[src/rtl/exp_align_ctrl.sv]
// exp_align_ctrl: two-stage exponent alignment controller for the Posit FMAU
// multiplier path. Stage 1 forms the per-lane signed maximum of the product
// exponents (and the accumulator exponent unless it is zero). Stage 2 turns
// that maximum into saturated right-shift amounts for each operand. Lanes are
// packed 4x5, 2x10 or 1x20 bits and never exchange carries or comparisons.
module exp_align_ctrl #(
  parameter int unsigned SAT_Q = 15,
  parameter int unsigned SAT_H = 31,
  parameter int unsigned SAT_W = 63
) (
  input  logic        clk,
  input  logic        rst_n,
  input  logic        in_vld,
  output logic        in_rdy,
  input  logic [1:0]  mode,
  input  logic [19:0] exp_E,
  input  logic [19:0] exp_F,
  input  logic [19:0] exp_acc,
  input  logic        acc_zero,
  output logic        out_vld,
  input  logic        out_rdy,
  output logic [1:0]  out_mode,
  output logic [19:0] max_exp,
  output logic [19:0] sh_E,
  output logic [19:0] sh_F,
  output logic [19:0] sh_acc
);

  localparam logic [4:0]  SAT_Q5  = 5'(SAT_Q);
  localparam logic [9:0]  SAT_H10 = 10'(SAT_H);
  localparam logic [19:0] SAT_W20 = 20'(SAT_W);

  // ---------------------------------------------------------------------------
  // Per-lane helpers. Max is a signed compare confined to the lane; the shift
  // difference is taken one bit wider than the lane so it can never wrap.
  // ---------------------------------------------------------------------------
  function automatic logic [4:0] max5(input logic [4:0] e, input logic [4:0] f,
                                      input logic [4:0] a, input logic use_acc);
    logic [4:0] m;
    m = ($signed(e) > $signed(f)) ? e : f;
    m = (use_acc && ($signed(a) > $signed(m))) ? a : m;
    return m;
  endfunction

  function automatic logic [9:0] max10(input logic [9:0] e, input logic [9:0] f,
                                       input logic [9:0] a, input logic use_acc);
    logic [9:0] m;
    m = ($signed(e) > $signed(f)) ? e : f;
    m = (use_acc && ($signed(a) > $signed(m))) ? a : m;
    return m;
  endfunction

  function automatic logic [19:0] max20(input logic [19:0] e, input logic [19:0] f,
                                        input logic [19:0] a, input logic use_acc);
    logic [19:0] m;
    m = ($signed(e) > $signed(f)) ? e : f;
    m = (use_acc && ($signed(a) > $signed(m))) ? a : m;
    return m;
  endfunction

  function automatic logic [4:0] sh5(input logic [4:0] mx, input logic [4:0] x);
    logic [5:0] d;
    d = {mx[4], mx} - {x[4], x};
    return (d > {1'b0, SAT_Q5}) ? SAT_Q5 : d[4:0];
  endfunction

  function automatic logic [9:0] sh10(input logic [9:0] mx, input logic [9:0] x);
    logic [10:0] d;
    d = {mx[9], mx} - {x[9], x};
    return (d > {1'b0, SAT_H10}) ? SAT_H10 : d[9:0];
  endfunction

  function automatic logic [19:0] sh20(input logic [19:0] mx, input logic [19:0] x);
    logic [20:0] d;
    d = {mx[19], mx} - {x[19], x};
    return (d > {1'b0, SAT_W20}) ? SAT_W20 : d[19:0];
  endfunction

  // Packed per-lane maximum for the given lane format.
  function automatic logic [19:0] pack_max(input logic [1:0] md, input logic [19:0] e,
                                           input logic [19:0] f, input logic [19:0] a,
                                           input logic use_acc);
    logic [19:0] r;
    r = 20'd0;
    case (md)
      2'b00: begin
        for (int i = 0; i < 4; i++) begin
          r[i*5 +: 5] = max5(e[i*5 +: 5], f[i*5 +: 5], a[i*5 +: 5], use_acc);
        end
      end
      2'b01: begin
        for (int i = 0; i < 2; i++) begin
          r[i*10 +: 10] = max10(e[i*10 +: 10], f[i*10 +: 10], a[i*10 +: 10], use_acc);
        end
      end
      default: r = max20(e, f, a, use_acc);
    endcase
    return r;
  endfunction

  // Packed per-lane saturated shift amount (max - x).
  function automatic logic [19:0] pack_shift(input logic [1:0] md, input logic [19:0] mx,
                                             input logic [19:0] x);
    logic [19:0] r;
    r = 20'd0;
    case (md)
      2'b00: begin
        for (int i = 0; i < 4; i++) begin
          r[i*5 +: 5] = sh5(mx[i*5 +: 5], x[i*5 +: 5]);
        end
      end
      2'b01: begin
        for (int i = 0; i < 2; i++) begin
          r[i*10 +: 10] = sh10(mx[i*10 +: 10], x[i*10 +: 10]);
        end
      end
      default: r = sh20(mx, x);
    endcase
    return r;
  endfunction

  // Saturation value replicated into every lane of the given format.
  function automatic logic [19:0] sat_pack(input logic [1:0] md);
    logic [19:0] r;
    case (md)
      2'b00:   r = {4{SAT_Q5}};
      2'b01:   r = {2{SAT_H10}};
      default: r = SAT_W20;
    endcase
    return r;
  endfunction

  // ---------------------------------------------------------------------------
  // Pipeline state
  // ---------------------------------------------------------------------------
  logic        v1;
  logic [19:0] e1;
  logic [19:0] f1;
  logic [19:0] a1;
  logic [19:0] m1;
  logic [1:0]  mode1;
  logic        az1;

  logic        adv2;
  logic        load1;
  logic        load2;
  logic [19:0] max_in;
  logic [19:0] she_nxt;
  logic [19:0] shf_nxt;
  logic [19:0] sha_nxt;

  // Handshake: a stage advances when empty or when the stage after it drains.
  always_comb begin
    adv2   = !out_vld || out_rdy;
    in_rdy = !v1 || adv2;
    load1  = in_vld && in_rdy;
    load2  = v1 && adv2;
  end

  // Datapath: stage-1 maximum from the inputs, stage-2 shifts from stage 1.
  always_comb begin
    max_in  = pack_max(mode, exp_E, exp_F, exp_acc, !acc_zero);
    she_nxt = pack_shift(mode1, m1, e1);
    shf_nxt = pack_shift(mode1, m1, f1);
    if (az1) begin
      sha_nxt = sat_pack(mode1);
    end else begin
      sha_nxt = pack_shift(mode1, m1, a1);
    end
  end

  // Stage 1: capture operands, maximum, mode and acc_zero on input accept.
  always_ff @(posedge clk or negedge rst_n) begin
    if (!rst_n) begin
      v1    <= 1'b0;
      e1    <= 20'd0;
      f1    <= 20'd0;
      a1    <= 20'd0;
      m1    <= 20'd0;
      mode1 <= 2'b00;
      az1   <= 1'b0;
    end else begin
      if (in_rdy) begin
        v1 <= in_vld;
      end
      if (load1) begin
        e1    <= exp_E;
        f1    <= exp_F;
        a1    <= exp_acc;
        m1    <= max_in;
        mode1 <= mode;
        az1   <= acc_zero;
      end
    end
  end

  // Stage 2: registered outputs, loaded on stage-1 to stage-2 transfer.
  always_ff @(posedge clk or negedge rst_n) begin
    if (!rst_n) begin
      out_vld  <= 1'b0;
      out_mode <= 2'b00;
      max_exp  <= 20'd0;
      sh_E     <= 20'd0;
      sh_F     <= 20'd0;
      sh_acc   <= 20'd0;
    end else begin
      if (adv2) begin
        out_vld <= v1;
      end
      if (load2) begin
        out_mode <= mode1;
        max_exp  <= m1;
        sh_E     <= she_nxt;
        sh_F     <= shf_nxt;
        sh_acc   <= sha_nxt;
      end
    end
  end

endmodule

[config.mk]
export PLATFORM = sky130hd
export DESIGN_NAME = exp_align_ctrl
export DESIGN_NICKNAME = d
export VERILOG_FILES = /design/src/rtl/exp_align_ctrl.sv
export SDC_FILE = /design/constraint.sdc
export NUM_CORES = 1
export LEC_CHECK = 0
export CAP_MARGIN = 20
export CORE_UTILIZATION = 55
export CTS_CLUSTER_DIAMETER = 120
export DETAILED_ROUTE_END_ITERATION = 8
export PLACE_DENSITY = 0.84
export SLEW_MARGIN = 20
export SYNTH_ARGS = -nofsm -noshare
export SYNTH_HDL_FRONTEND = slang
export SYNTH_SLANG_ARGS = --single-unit
[constraint.sdc]
create_clock -name clk -period 7.7 [get_ports clk]
set_input_delay 1.155 -clock clk [delete_from_list [all_inputs] [get_ports clk]]
set_output_delay 1.155 -clock clk [all_outputs]
set_load 0.02 [all_outputs]
==> out/results.ini <==
[synth]
async_flop_share_pct=100
yosysWarningCount=0
syn_area_per_cell_sq_um=7.99
postSynthCellCount=1900
yosysTopAreaCell=dfrtp_1
yosysTopAreaCellShare_pct=27.5
yosys-top-cells-area=dfrtp_1 28%, ha_1 13%, nand2_1 5.7%, o21ai_0 5.5%, a21oi_1 4.4%
synth_edf_count=0
syn_area_sq_um=15200
synth_flop_cell=dfrtp_1
postSynthNetCount=2131
ys_ff_latch=167
ys_types=78
seq_area_frac_synth_pct=27.5

[min_path]
hp-class=flop to flop

[pwr]
power.total_mw=4.98
cellPowerDensity_nw_per_um2=286
ir_drop_v=0.000182
leakage_nw=7.64

[routing]
dr_wl_met3_microns=4380
viasPerCell=6.61
wl_met1_microns=22100
drcViolationCount=0
wl_per_cell_microns=21.7
ant_nets=0
dr.pass1.iters=6
wirelength_microns=50800
dr_wl_met2_microns=22300
vias=15500
drt-initial-drc-count=1580
routed.top_layer=met4

[setup_path]
crit_slowest_cell=o211a_1
r2r_setup_slack_ns=3.35
cp-start-kind=input port
crit_fanout=30
critPathMostFrequentCell=ha_1
critical_path_required_ns=8.03
cp_cell_sequence=clkdlybuf4s50_1 -> inv_1 -> ha_1 -> nor2b_1 -> o211ai_1 -> nand3_1 -> a221oi_2 -> o2111a_1 -> nor2_1 -> buf_4 -> o21a_1 -> ha_1 -> nand2_1 -> nor4_1 -> a221oi_1 -> nand4_1 -> o211a_1 -> a211oi_1 -> o31ai_1
path_delay_family=compound AO/OA/AOI/OAI gates
cpPeakStageDelay_ns=0.76
crit_buf_inv=3
critPathKind=input port to flop
end_kind=flop
crit_arrival_ns=6.45

[grt]
grt_pass1_vias=14400
grt_max_degree=91
antenna_found_initial=0
grt_first_pass_wirelength_microns=79700
grt_overflow_total=0
gr-usage-all-layers_pct=36.2

[cells_and_area]
finalNonFillerCells=2343
final_area_sq_um=17400
areaGrowthSynthToFinish_pct=14.7
multiInputGateArea_sq_um=10000
nets=2220
mostFrequentLayoutCell=nand2_1
antenna_cells=0
layout_common_cells=231 x nand2_1, 167 x o21ai_0, 167 x dfrtp_1
nFillCells=2313
layout-drive-gt1-share_pct=4.05
regArea_sq_um=4180

[timing]
whs_ns=0.469
hold_violations=0
fmax_mhz=163
setup_viol=0
finalCritPeriodShare_pct=79.5
rsz0062_at_grt=false
fin_setup_tns_ns=0
tightest_slew_ns=1.10
fin_skew_ns=0.0127
slew_headroom_pct=26.7
slew_viol_final=0
fin_crit_ns=6.12

[clocking]
cts_setup_buffers=0
cts_max_path_buffers=2
cts_hold_buf=0
cts_tree=yes
cts_sinks=167
root_buffer=clkbuf_16
cts-resized-gates=0
cts_htree_levels=4
cts_buffers=17
clk_pin_slew_ns=0.07
clk_latency_ns=0.44

[placed_design]
post-dp-hpwl_microns=38800
port_buffers=150
place_inst=2311
gp_congestion=1.02
placed_area_sq_um=16800

[die]
io-pin-count=151
row_count=60
die_w_microns=168
core_sq_um=27000
start_util_pct=56.2
dieArea_sq_um=28300
die_h_microns=168

[job]
drv_cap=0

[status]
status=complete, no violations

## worst paths after layout
kind / start / endpoint / cells past startpoint
setup reg to reg: m1[7]$_DFFE_PN0P_ / sh_acc[2]$_DFFE_PN0P_ / 9
setup / recovery: exp_F[1] / m1[17]$_DFFE_PN0P_ / 19
min in group asynchronous: rst_n / e1[14]$_DFFE_PN0P_ / 1
hold reg to reg: sh_acc[16]$_DFFE_PN0P_ / sh_acc[16]$_DFFE_PN0P_ / 2
hold / removal: sh_acc[16]$_DFFE_PN0P_ / sh_acc[16]$_DFFE_PN0P_ / 2
max in group asynchronous: rst_n / f1[16]$_DFFE_PN0P_ / 2
## registers in the layout, indices dropped and copies added, names as in the netlist
name / count
v1: 1
f1: 20
mode1: 2
a1: 20
sh_acc: 20
sh_F: 20
az1: 1
out_vld: 1
max_exp: 20
m1: 20
out_mode: 2
e1: 20
sh_E: 20
## Yosys cell counts, types with 6 or more instances
master     instances
a2111oi_0          9
a211o_1           12
a211oi_1          50
a21boi_0           9
a21o_1            44
a21oi_1          133
a221oi_1          11
a31oi_1           20
and2_1            26
and3_1            12
buf_1              9
buf_2             10
clkbuf_1          69
dfrtp_1          167
fa_1              12
ha_1             152
inv_1            162
mux2i_1           31
nand2_1          232
nand2b_1          14
nand3_1           50
nand4_1           22
nor2_1           112
nor2b_1           17
nor3_1            17
o2111ai_1          8
o211ai_1          46
o21a_1            43
o21ai_0          167
o21bai_1           7
o221a_2            6
o221ai_1          16
o22ai_1           14
o2bb2ai_1         10
o311ai_0           8
o31ai_1           13
or2_2             12
or3_1              7
or4_1              6
xnor2_1           39
xor2_1            16
## per-stage QoR
step	setup slack (ns)	utilization, %
floorplan	2.28	-
global placement	1.30	62.3
detailed placement	1.22	62.3
CTS	1.66	64.5
global route	1.18	64.5
finish	1.58	64.5
## tightest hold or removal path, cell delays in order (launching register included)
cell and delay (ns):
dfrtp_1 0.34, nand2_1 0.05, nand2_1 0.05
## kinds of logic after synthesis
family          count (synthesis)  synth area share, %
compound gates                682                 30.0
xor+xnor                       55                 3.17
simple gates                  545                 16.5
flops                         167                 27.5
mux                            34                 2.27
fa+ha+maj                     164                 14.1
buf+inv                       253                 6.43
## layer usage
metal | track usage (%) | up-vias
met4 | 15.4 | 0
met2 | 55.7 | 879
li1 | - | 7113
met5 | 0 | -
met1 | 51.2 | 7354
met3 | 4.87 | 137
## power by group
| part | leakage [nW] | internal [mW] | switching (mW) |
|---|---|---|---|
| sequential | 1.99 | 1.06 | 0.174 |
| combinational | 5.36 | 1.14 | 1.73 |
| clock | 0.286 | 0.469 | 0.406 |
| total | 7.64 | 2.67 | 2.31 |
## layout make-up
cell class / count / share of cell area (%)
Inverter: 162 / 3.49
Multi-Input combinational cell: 1480 / 57.6
Tap cell: 341 / 2.45
Timing Repair Buffer: 161 / 9.10
Sequential cell: 167 / 24.0
Clock buffer: 18 / 2.52
Clock inverter: 14 / 0.869
No activity file was read; power rests on OpenSTA's default activity.
